[src/rtl/axil_aw_fifo.sv]
// AXI4-Lite write-address slave: DEPTH-entry FWFT buffer with region/alignment response precompute.
// Optional macro AXIL_AW_PROT_CHECK_EN makes non-secure (AWPROT[1]) accesses return DECERR.
module axil_aw_fifo #(
  parameter int ADDR_WIDTH = 32,
  parameter int DATA_WIDTH = 32,
  parameter int DEPTH = 4,
  parameter logic [ADDR_WIDTH-1:0] BASE_ADDR = 32'h0000_0000,
  parameter logic [ADDR_WIDTH-1:0] REGION_SIZE = 32'h0000_1000
) (
  input  logic                      ACLK,
  input  logic                      ARESETn,
  input  logic                      AWVALID,
  output logic                      AWREADY,
  input  logic [ADDR_WIDTH-1:0]     AWADDR,
  input  logic [2:0]                AWPROT,
  output logic                      o_valid,
  input  logic                      i_ready,
  output logic [ADDR_WIDTH-1:0]     o_addr,
  output logic [2:0]                o_prot,
  output logic [1:0]                o_resp,
  output logic [$clog2(DEPTH):0]    o_count
);

  localparam int PTR_W = $clog2(DEPTH);
  localparam int CNT_W = PTR_W + 1;
  localparam int ALIGN_BITS = $clog2(DATA_WIDTH / 8);
  // One extra bit so a region ending at the top of the address space does not wrap to zero.
  localparam logic [ADDR_WIDTH:0] REGION_END = {1'b0, BASE_ADDR} + {1'b0, REGION_SIZE};

  logic [ADDR_WIDTH-1:0] addrMem_q [DEPTH];
  logic [2:0]            protMem_q [DEPTH];
  logic [1:0]            respMem_q [DEPTH];

  logic [PTR_W-1:0] wrPtr_q, wrPtr_d;
  logic [PTR_W-1:0] rdPtr_q, rdPtr_d;
  logic [CNT_W-1:0] count_q, count_d;
  logic             rstDone_q;

  logic       push, pop;
  logic       misaligned, outOfRange, protErr;
  logic [1:0] respNew;

  assign AWREADY = rstDone_q && (count_q != CNT_W'(DEPTH));
  assign o_valid = (count_q != '0);
  assign o_count = count_q;
  assign push    = AWVALID && AWREADY;
  assign pop     = o_valid && i_ready;

`ifdef AXIL_AW_PROT_CHECK_EN
  assign protErr = AWPROT[1];
`else
  assign protErr = 1'b0;
`endif

  always_comb begin
    misaligned = (AWADDR[ALIGN_BITS-1:0] != '0);
    outOfRange = ({1'b0, AWADDR} < {1'b0, BASE_ADDR}) || ({1'b0, AWADDR} >= REGION_END);
    respNew    = 2'b00;
    if (outOfRange || protErr) begin
      respNew = 2'b11;
    end else if (misaligned) begin
      respNew = 2'b10;
    end
  end

  always_comb begin
    wrPtr_d = push ? wrPtr_q + PTR_W'(1) : wrPtr_q;
    rdPtr_d = pop ? rdPtr_q + PTR_W'(1) : rdPtr_q;
    count_d = count_q;
    case ({push, pop})
      2'b10:   count_d = count_q + CNT_W'(1);
      2'b01:   count_d = count_q - CNT_W'(1);
      default: count_d = count_q;
    endcase
  end

  always_ff @(posedge ACLK or negedge ARESETn) begin
    if (!ARESETn) begin
      wrPtr_q   <= '0;
      rdPtr_q   <= '0;
      count_q   <= '0;
      rstDone_q <= 1'b0;
    end else begin
      wrPtr_q   <= wrPtr_d;
      rdPtr_q   <= rdPtr_d;
      count_q   <= count_d;
      rstDone_q <= 1'b1;
    end
  end

  // Entry storage needs no reset: the head is masked whenever the buffer is empty.
  always_ff @(posedge ACLK) begin
    if (push) begin
      addrMem_q[wrPtr_q] <= AWADDR;
      protMem_q[wrPtr_q] <= AWPROT;
      respMem_q[wrPtr_q] <= respNew;
    end
  end

  always_comb begin
    o_addr = '0;
    o_prot = '0;
    o_resp = 2'b00;
    if (o_valid) begin
      o_addr = addrMem_q[rdPtr_q];
      o_prot = protMem_q[rdPtr_q];
      o_resp = respMem_q[rdPtr_q];
    end
  end

endmodule
[config.mk]
export PLATFORM = sky130hd
export DESIGN_NAME = axil_aw_fifo
export DESIGN_NICKNAME = d
export VERILOG_FILES = /design/src/rtl/axil_aw_fifo.sv
export SDC_FILE = /design/constraint.sdc
export NUM_CORES = 1
export LEC_CHECK = 0
export CAP_MARGIN = 5
export CORE_MARGIN = 10
export CORE_UTILIZATION = 50
export CTS_BUF_LIST = sky130_fd_sc_hd__clkbuf_4 sky130_fd_sc_hd__clkbuf_8
export DETAILED_ROUTE_END_ITERATION = 10
export PLACE_DENSITY = 0.77
export SYNTH_ARGS = -nofsm -noshare
export SYNTH_HDL_FRONTEND = slang
export SYNTH_SLANG_ARGS = --single-unit
export TNS_END_PERCENT = 10
[constraint.sdc]
create_clock -name ACLK -period 1.9 [get_ports ACLK]
set_input_delay 0.38 -clock ACLK [delete_from_list [all_inputs] [get_ports ACLK]]
set_output_delay 0.38 -clock ACLK [all_outputs]
set_load 0.1 [all_outputs]
==> results of run 1 <==
[what timing repair did]
item	in CTS	in global routing
gates resized for setup	12	16
setup buffers	0	1
setup endpoints to repair	40	41
pin swaps	9	12
cloned	0	2
[metrics by stage]
step	hold slack, ns	cell area (um2)	std cells	setup slack (ns)	utilization, %
after floorplan	0.08441	6220	286	-0.1503	-
after global placement	0.5396	7988	540	-0.1090	66.78
after detailed placement	0.5542	7988	540	-0.1650	66.78
after CTS	0.2171	8393	572	-0.5647	70.17
after global routing	0.2296	8509	575	-0.5081	71.14
final	0.2269	8509	575	-0.4700	71.14
[routing by layer]
layer / track usage (%) / vias to the layer above
met4: 6.217 / 0
met2: 25.88 / 90
li1: - / 1403
met1: 18.12 / 1624
met5: 0 / -
met3: 4.016 / 6
[worst max-delay path, stage by stage (launching register included)]
cell and delay [ns]:
dfrtp_2 0.38, buf_12 0.16, buf_12 0.14, mux4_2 0.55, and2_4 0.17, buf_12 0.16
[layout by cell type, fill, tap and decap left out, types with 4 or more instances in the layout]
cell type	count
inv_1	5
buf_12	57
clkbuf_8	17
and2_4	42
edfxtp_1	148
buf_4	23
ha_1	4
clkdlybuf4s50_1	38
inv_6	7
mux4_2	37
[cell families (layout without fill, tap and decap cells)]
logic type	after synthesis	count (layout)
other	1	1
and+or+nand+nor	58	58
adders and majority gates	6	6
muxes	38	38
AOI/OAI and AO/OA	3	3
DFF	156	156
buffers and inverters	18	160
xor gates and xnor gates	6	6
[flip-flops by register name, indices dropped and copies added (netlist names)]
register / count
addrMem_q: 128
protMem_q: 12
respMem_q: 8
o_count: 3
rdPtr_q: 2
wrPtr_q: 2
rstDone_q: 1
[path summary, 6_finish.rpt]
kind / startpoint / endpoint / slack, ns / cells past startpoint
max: rdPtr_q[0] / o_resp[0] / -0.47 / 5
min: ARESETn / o_count[2] / 0.23 / 1
max reg2reg: o_count[1] / o_count[2] / -0.11 / 8
min reg2reg: o_count[0] / o_count[0] / 0.57 / 1
max in group asynchronous: ARESETn / o_count[0] / 1.33 / 1
min in group ACLK: o_count[0] / o_count[0] / 0.57 / 1
[layout make-up]
cell class                 count  share of cell area (%)
inverter                       6                  0.2647
timing repair buffer         122                   20.76
clock buffer                  17                   2.750
multi-input combinational    112                   17.54
clock inverter                15                   1.779
tap                          147                   2.161
sequential                   156                   54.74
==> impl_metrics.py, run 1 <==
metrics = {
    "status": {
        "status": "finished with violations",
        "violations": "negative setup slack",
    },
    "timing": {
        "final_hold_viol_count": 0,
        "finClkSkew_ns": 0.01953,
        "post-route-period-util_pct": 124.7,
        "fin_ws_ns": -0.4700,
        "setup_viol": 40,
        "tns_ns": -15.89,
        "fmax_mhz": 421.9,
        "period_minus_slack_ns": 2.370,
        "rsz0062_at_grt": "true",
        "report.final.slew_viol_count": 0,
    },
    "floorplan": {
        "fp.dieH_um": 130.3,
        "fp-row-count": 40,
        "die_area_um2": 16980,
        "initial_core_util_pct": 50.87,
        "die_w_um": 130.3,
        "ios": 81,
        "core_area_um2": 11960,
    },
    "yosys": {
        "synth_top_area_cell": "edfxtp_1",
        "synthSimpleGateAreaFrac_pct": 5.676,
        "yosysTopAreaCellShare_pct": 73.04,
        "ys.flop_type": "edfxtp_1",
        "synth_area_leaders": "edfxtp_1, mux4_2, and2_1, dfrtp_1, ha_1",
        "synth_compound_area_share_pct": 0.2879,
        "async_flop_share_pct": 5.128,
        "muxShareOfSynthArea_pct": 13.88,
        "synthDistinctLibCells": 25,
        "yosys.area_share.adder_pct": 1.357,
        "synth_edf_count": 148,
        "syn_area_um2": 6085,
        "synth_common_cells": "edfxtp_1, and2_1, mux4_2, dfrtp_1, inv_1",
        "synth_top_family_by_area": "multiplexers",
        "syn_avg_cell_area_um2": 21.27,
        "synth_seq_cells": 156,
        "synth.most_common_cell": "edfxtp_1",
        "synthCells": 286,
        "synth_nets": 331,
        "yosys_warnings": 0,
        "synthXorXnorAreaFrac_pct": 0.8637,
        "ys_seq_area_share_pct": 76.33,
    },
    "global_routing": {
        "grt_pass1_wl_um": 19060,
        "grt_pass1_vias": 3449,
        "antenna_found_initial": 0,
        "grt-ovfl-total": 0,
        "grt_usage_pct": 15.25,
        "grt_max_degree": 25,
    },
    "clocking": {
        "cts_tree": "built",
        "numCtsBuffers": 17,
        "cts_buffer_depth": 2,
        "cts_sinks": 156,
        "clk_pin_slew_ns": 0.10,
        "h-tree-depth": 4,
        "cts_hold_buffers": 0,
        "clk_latency_ns": 0.44,
        "root_buffer": "clkbuf_8",
    },
    "setup_path": {
        "end_kind": "output port",
        "required_ns": 1.52,
        "worst-path-max-fanout": 7,
        "timing.setup.critical_path_class": "reg2out",
        "crit_arrival_ns": 1.99,
        "critPathLaunchType": "flip-flop",
    },
    "drt": {
        "drc": 0,
        "vias": 3123,
        "vias_per_cell": 5.431,
        "dr.max_layer_used": "met4",
        "wl_met3_um": 661,
        "ant_nets": 0,
        "routedWlPerCell_um": 22.04,
        "first_iter_violations": 287,
        "wl_met2_um": 6915,
        "drt-total-wl_um": 12670,
        "m1WireLength_um": 4933,
        "drt_first_pass_iters": 4,
    },
    "placement": {
        "hpwl_um": 8347,
        "place.gp.congestion": 0.7808,
        "port_buffers": 80,
    },
    "flow_run": {
        "cap_violations": 0,
    },
    "finish": {
        "synthToLayoutAreaGrowth_pct": 39.85,
        "nets": 460,
        "drive_gt1_share_pct": 48.83,
        "insertedDiodeCount": 0,
        "fillers": 728,
        "ff_latch_area_um2": 4658,
        "multi_input_area_um2": 1493,
    },
    "hold_path": {
        "min-delay-path-class": "in2async",
    },
}
Power of run 1 is not shown: default switching activity piles up to over one toggle a cycle in this logic, so the estimate is an artifact.
==> run 2, diff against run 1 <==
--- a/config.mk
+++ b/config.mk
@@ -9,6 +9,7 @@
 export CORE_MARGIN = 10
 export CORE_UTILIZATION = 50
 export CTS_BUF_LIST = sky130_fd_sc_hd__clkbuf_4 sky130_fd_sc_hd__clkbuf_8
+export CTS_CLUSTER_SIZE = 25
 export DETAILED_ROUTE_END_ITERATION = 10
 export PLACE_DENSITY = 0.77
 export SYNTH_ARGS = -nofsm -noshare
==> results of run 2 <==
Final layout, timing and power as in run 1 (identical DEF).
Power of run 2 is left out for the same reason.
==> run 3, diff against run 2 <==
--- a/config.mk
+++ b/config.mk
@@ -6,12 +6,13 @@
 export NUM_CORES = 1
 export LEC_CHECK = 0
 export CAP_MARGIN = 5
-export CORE_MARGIN = 10
+export CORE_MARGIN = 2
 export CORE_UTILIZATION = 50
 export CTS_BUF_LIST = sky130_fd_sc_hd__clkbuf_4 sky130_fd_sc_hd__clkbuf_8
 export CTS_CLUSTER_SIZE = 25
 export DETAILED_ROUTE_END_ITERATION = 10
 export PLACE_DENSITY = 0.77
+export REMOVE_ABC_BUFFERS = 1
 export SYNTH_ARGS = -nofsm -noshare
 export SYNTH_HDL_FRONTEND = slang
 export SYNTH_SLANG_ARGS = --single-unit
==> run 3 against run 2 <==
Net effect:
- critical path type unchanged
- the run still ends with negative setup slack left
- clock skew down 0.0091 ns
- core utilization down 0.77 points
- worst hold slack worse by 0.021 ns
- critical path depth unchanged
- wire length down 11%
==> impl_metrics.py, run 3 (synthesis results as in run 1) <==
metrics = {
    "floorplan": {
        "ios": 81,
        "fp-row-count": 40,
        "die_w_um": 114.3,
        "fp.dieH_um": 114.3,
        "die_area_um2": 13070,
        "initial_core_util_pct": 50.87,
        "core_area_um2": 11960,
    },
    "drt": {
        "drc": 0,
        "first_iter_violations": 137,
        "drt_first_pass_iters": 6,
        "drt-total-wl_um": 11230,
        "ant_nets": 0,
        "vias_per_cell": 5.362,
        "vias": 3110,
        "routedWlPerCell_um": 19.37,
    },
    "finish": {
        "largest_register_ffs": 128,
        "nets": 465,
        "final_cell_count_no_fill": 580,
        "regMostFlops": "addrMem_q",
        "insertedDiodeCount": 0,
        "top_regs": "addrMem_q (128), protMem_q (12), respMem_q (8)",
        "fillers": 726,
        "synthToLayoutAreaGrowth_pct": 38.33,
        "drive_gt1_share_pct": 46.42,
        "mostFrequentLayoutCells": "edfxtp_1, buf_12, and2_4, clkdlybuf4s50_1, mux4_2",
        "final_common_cell": "edfxtp_1",
    },
    "setup_path": {
        "worst-path-max-fanout": 9,
        "critPathLaunchType": "flip-flop",
        "cpLargestDelayFamily": "multiplexers",
        "crit_chain": "buf_12 -> buf_12 -> mux4_2 -> and2_4 -> buf_12",
        "r2r_start": "o_count[2]",
        "crit_buf_inv": 3,
        "rrSetupSlack_ns": 0.02,
        "path_common_cell": "buf_12",
        "required_ns": 1.52,
        "timing.setup.critical_path_class": "reg2out",
        "worst_path_largest_cell_delay_ns": 0.53,
        "end_kind": "output port",
        "crit_arrival_ns": 2.04,
        "rr_worst_depth": 8,
        "r2r-end": "o_count[2]",
        "slowest_stage": "mux4_2",
    },
    "timing": {
        "setup_viol": 38,
        "rsz0062_at_grt": "true",
        "report.final.slew_viol_count": 0,
        "final_hold_viol_count": 0,
        "finalHoldWorstSlack_ns": 0.2063,
        "period_minus_slack_ns": 2.416,
        "fin_ws_ns": -0.5158,
        "post-route-period-util_pct": 127.1,
        "finClkSkew_ns": 0.01043,
        "fmax_mhz": 413.9,
        "tns_ns": -17.81,
    },
    "flow_run": {
        "cap_violations": 0,
    },
    "clocking": {
        "root_buffer": "clkbuf_8",
        "cts_buffer_depth": 2,
        "cts_tree": "built",
        "cts_hold_buffers": 0,
        "numCtsBuffers": 17,
        "clk_pin_slew_ns": 0.08,
        "clk_latency_ns": 0.45,
        "cts_sinks": 156,
        "h-tree-depth": 4,
    },
    "status": {
        "status": "finished with violations",
        "violations": "negative setup slack",
    },
    "placement": {
        "dp.cells": 543,
        "port_buffers": 80,
        "place.gp.congestion": 0.7339,
        "hpwl_um": 7351,
    },
    "global_routing": {
        "grt_max_degree": 30,
        "antenna_found_initial": 0,
        "grt_pass1_vias": 3331,
        "grt-ovfl-total": 0,
        "grt_pass1_wl_um": 17430,
        "grt_usage_pct": 18.61,
    },
    "hold_path": {
        "min-delay-path-class": "in2async",
    },
}
-- run 3: cell count changes in the layout (fill, tap and decap cells not counted), moves of 4 or more --
cell	change
and2_2	+4
and2_4	-4
buf_12	-6
buf_4	+12
clkinv_1	+4
inv_6	-7
-- run 3: layer usage --
metal	part of all wire, %	global-route usage [%]	wire length, um
met4	0.93	6.585	104
met1	41	23.20	4645
met3	5.2	5.717	589
met5	0	0	0
met2	52	31.15	5893
-- run 3: worst max-delay path by stage --
stage                           from    endpoint  slack [ns]  cells past startpoint
after global routing      rdPtr_q[0]  o_addr[29]       -0.59                      5
after detailed placement     i_ready  o_count[2]       -0.22                      8
after CTS                 rdPtr_q[0]   o_addr[7]       -0.54                      4
after global placement       i_ready  o_count[2]       -0.14                      8
final                     rdPtr_q[0]  o_addr[29]       -0.52                      5
after floorplan           o_count[0]     AWREADY       -1.80                      2
-- run 3: cell type report --
| class | count | area (um2) | area share, % |
|---|---|---|---|
| Sequential cell | 156 | 4647 | 55.21 |
| Timing Repair Buffer | 127 | 1728 | 20.53 |
| Multi-Input combinational cell | 112 | 1455 | 17.29 |
| Clock buffer | 20 | 256.5 | 3.047 |
| Tap cell | 147 | 183.9 | 2.185 |
| Clock inverter | 12 | 123.9 | 1.472 |
| Inverter | 6 | 22.52 | 0.2676 |
-- run 3: repair_timing --
item | CTS | global route
setup buffers | 2 | 1
endpoints found under the setup margin | 41 | 41
resized for setup | 33 | 11
cloned | 1 | 1
pin swaps | 1 | 1
hold endpoints to repair | 0 | 0
-- run 3: through the flow --
step           utilization (%)  setup slack (ns)  instance area, um2
2_1_floorplan                -            -1.804                6013
5_1_grt                  70.37           -0.5888                8417
6_report                 70.37           -0.5158                8417
3_5_place_dp             65.45           -0.2245                7829
3_3_place_gp             65.45           -0.1379                7829
4_1_cts                  69.81           -0.5430                8351
-- run 3: worst reg2reg max path, cell delays in order (launching register included) --
cell     delay (ns)
dfrtp_1        0.40
or3_4          0.41
and2_4         0.17
ha_1           0.19
inv_1          0.07
fa_1           0.17
xor2_1         0.15
nor2_1         0.07
xor2_1         0.13
Power of run 3 is left out for the same reason.
==> patch: new RTL, config.mk and constraints of run 2 <==
Change the parameter `ADDR_WIDTH` from 32 to 40.
--- a/src/rtl/axil_aw_fifo.sv
+++ b/src/rtl/axil_aw_fifo.sv
@@ -3,3 +3,3 @@
 module axil_aw_fifo #(
-  parameter int ADDR_WIDTH = 32,
+  parameter int ADDR_WIDTH = 40,
   parameter int DATA_WIDTH = 32,
Interface: changed (resized AWADDR and o_addr); port bits go from 81 to 97. No check against the original RTL was run, so the function may have changed too.
==> patch against run 2 <==
The run still ends with setup timing left. Global-route usage up 0.33 points. Via count up 20%. Design area up 20%. Critical path depth unchanged. First-iteration DRC count up 11%. Sequential cell count up 32. Synthesized area up 20%. Synthesized cell count up 18%. Utilization down 0.087 points. Routed wire length up 21%. Setup slack worse by 0.078 ns. Critical endpoint is now o_addr[5].
Power is left out: the tool's default activity adds up to more than one toggle a clock period on the data nets, which glitch-free logic cannot reach.
==> patch: results (changes against run 2) <==
grt:
  grt_pass1_wl_um: 23400  # +23%
  grtUsageMet1_pct: 18.9  # +0.80 points
  grt_max_degree: 48  # +92%
  use_met3_pct: 5.01  # +0.99 points
  grt_util_met2_pct: 25.8  # -0.044 points
  grt_pass1_vias: 4136  # +20%
  grt_use_total_pct: 15.6  # +0.33 points
place:
  postPlaceCellArea_um2: 9600  # +20%
  portBuffers: 96  # +20%
  gp_congestion: 0.739  # -5.3%
  dpl.hpwl_um: 9910  # +19%
  dp_cells: 650  # +20%
detailed_routing:
  wl_met1_um: 6080  # +23%
  vias_per_cell: 5.45  # +0.27%
  dr_wl_met3_um: 987  # +49%
  dr.first_iter.drc_count: 319  # +11%
  wl_um: 15400  # +21%
  wl_met2_um: 8150  # +18%
timing:
  setup_viol: 46  # +15%
  setup_ws_ns: -0.548  # -0.0775 ns
  fin_hold_ws_ns: 0.202  # -0.0251 ns
worst_setup_path:
  critPathMaxStageDelay_ns: 0.52  # -0.03 ns
  cp_max_fo: 6  # -1
  reg2reg_slack_ns: 0.01  # +0.12 ns
  crit_end: "o_addr[5]"
  cp_data_arrival_time_ns: 2.07  # +0.08 ns
  reg2reg_depth: 10  # +2
  cp_slowest_cell: "mux4_2"
logic_synthesis:
  synth_compound_area_share_pct: 0.171  # -0.12 points
  ys_seq_area_share_pct: 76.8  # +0.50 points
  synth.top_cells.by_area: "edfxtp_1 (74%), mux4_2 (14%), and2_1 (4.3%), dfrtp_1 (2.7%), ha_1 (0.86%)"
  async_reset_ff_share_pct: 4.26  # -0.87 points
  synthMuxAreaShare_pct: 14.2  # +0.30 points
  synth_xor_area_share_pct: 0.720  # -0.14 points
  avgSynthCellArea_um2: 21.6  # +1.5%
  synth_commonest_cells: "edfxtp_1 (180), and2_1 (50), mux4_2 (45)"
cells_and_area:
  nNetsFinal: 547  # +19%
  nFillCells: 893  # +23%
  postLayoutCellArea_um2: 10200  # +20%
  reg.largest.list: "addrMem_q (160), protMem_q (12), respMem_q (8)"
  drive_gt1_share_pct: 49.5  # +0.68 points
worst_hold_path:
  holdCritPathClass: "primary input to async pin"
clock_tree:
  clk_latency_ns: 0.46  # +0.02 ns
  postCtsSetupBuffers: 1  # +1
  cts_resized: 10  # -2
run_status:
  status: "finished, violations left"
  failed_checks: "setup timing"
==> patch: cell count changes after synthesis, moves of 3 or more <==
cell / before / now
edfxtp_1: 148 / 180
and2_1: 42 / 50
mux4_2: 37 / 45
clkbuf_1: 5 / 9
nor4_1: 3 / 6
==> patch: layout make-up <==
cell class                 count  area share [%]
inverter                       6           0.220
clock inverter                13            1.70
tap                          184            2.25
sequential                   188            54.9
timing repair buffer         152            20.9
multi-input combinational    129            17.6
clock buffer                  19            2.43
==> patch: worst min path at each step <==
stage | startpoint | end | cells after the start
after floorplan | ARESETn | rdPtr_q[0]$_DFFE_PN0P_ | 0
after global placement | wrPtr_q[1]$_DFFE_PN0P_ | wrPtr_q[1]$_DFFE_PN0P_ | 1
after detailed placement | wrPtr_q[1]$_DFFE_PN0P_ | wrPtr_q[1]$_DFFE_PN0P_ | 1
after CTS | ARESETn | o_count[1]$_DFFE_PN0P_ | 1
after global routing | ARESETn | rstDone_q$_DFF_PN0_ | 1
final | ARESETn | rdPtr_q[0]$_DFFE_PN0P_ | 1
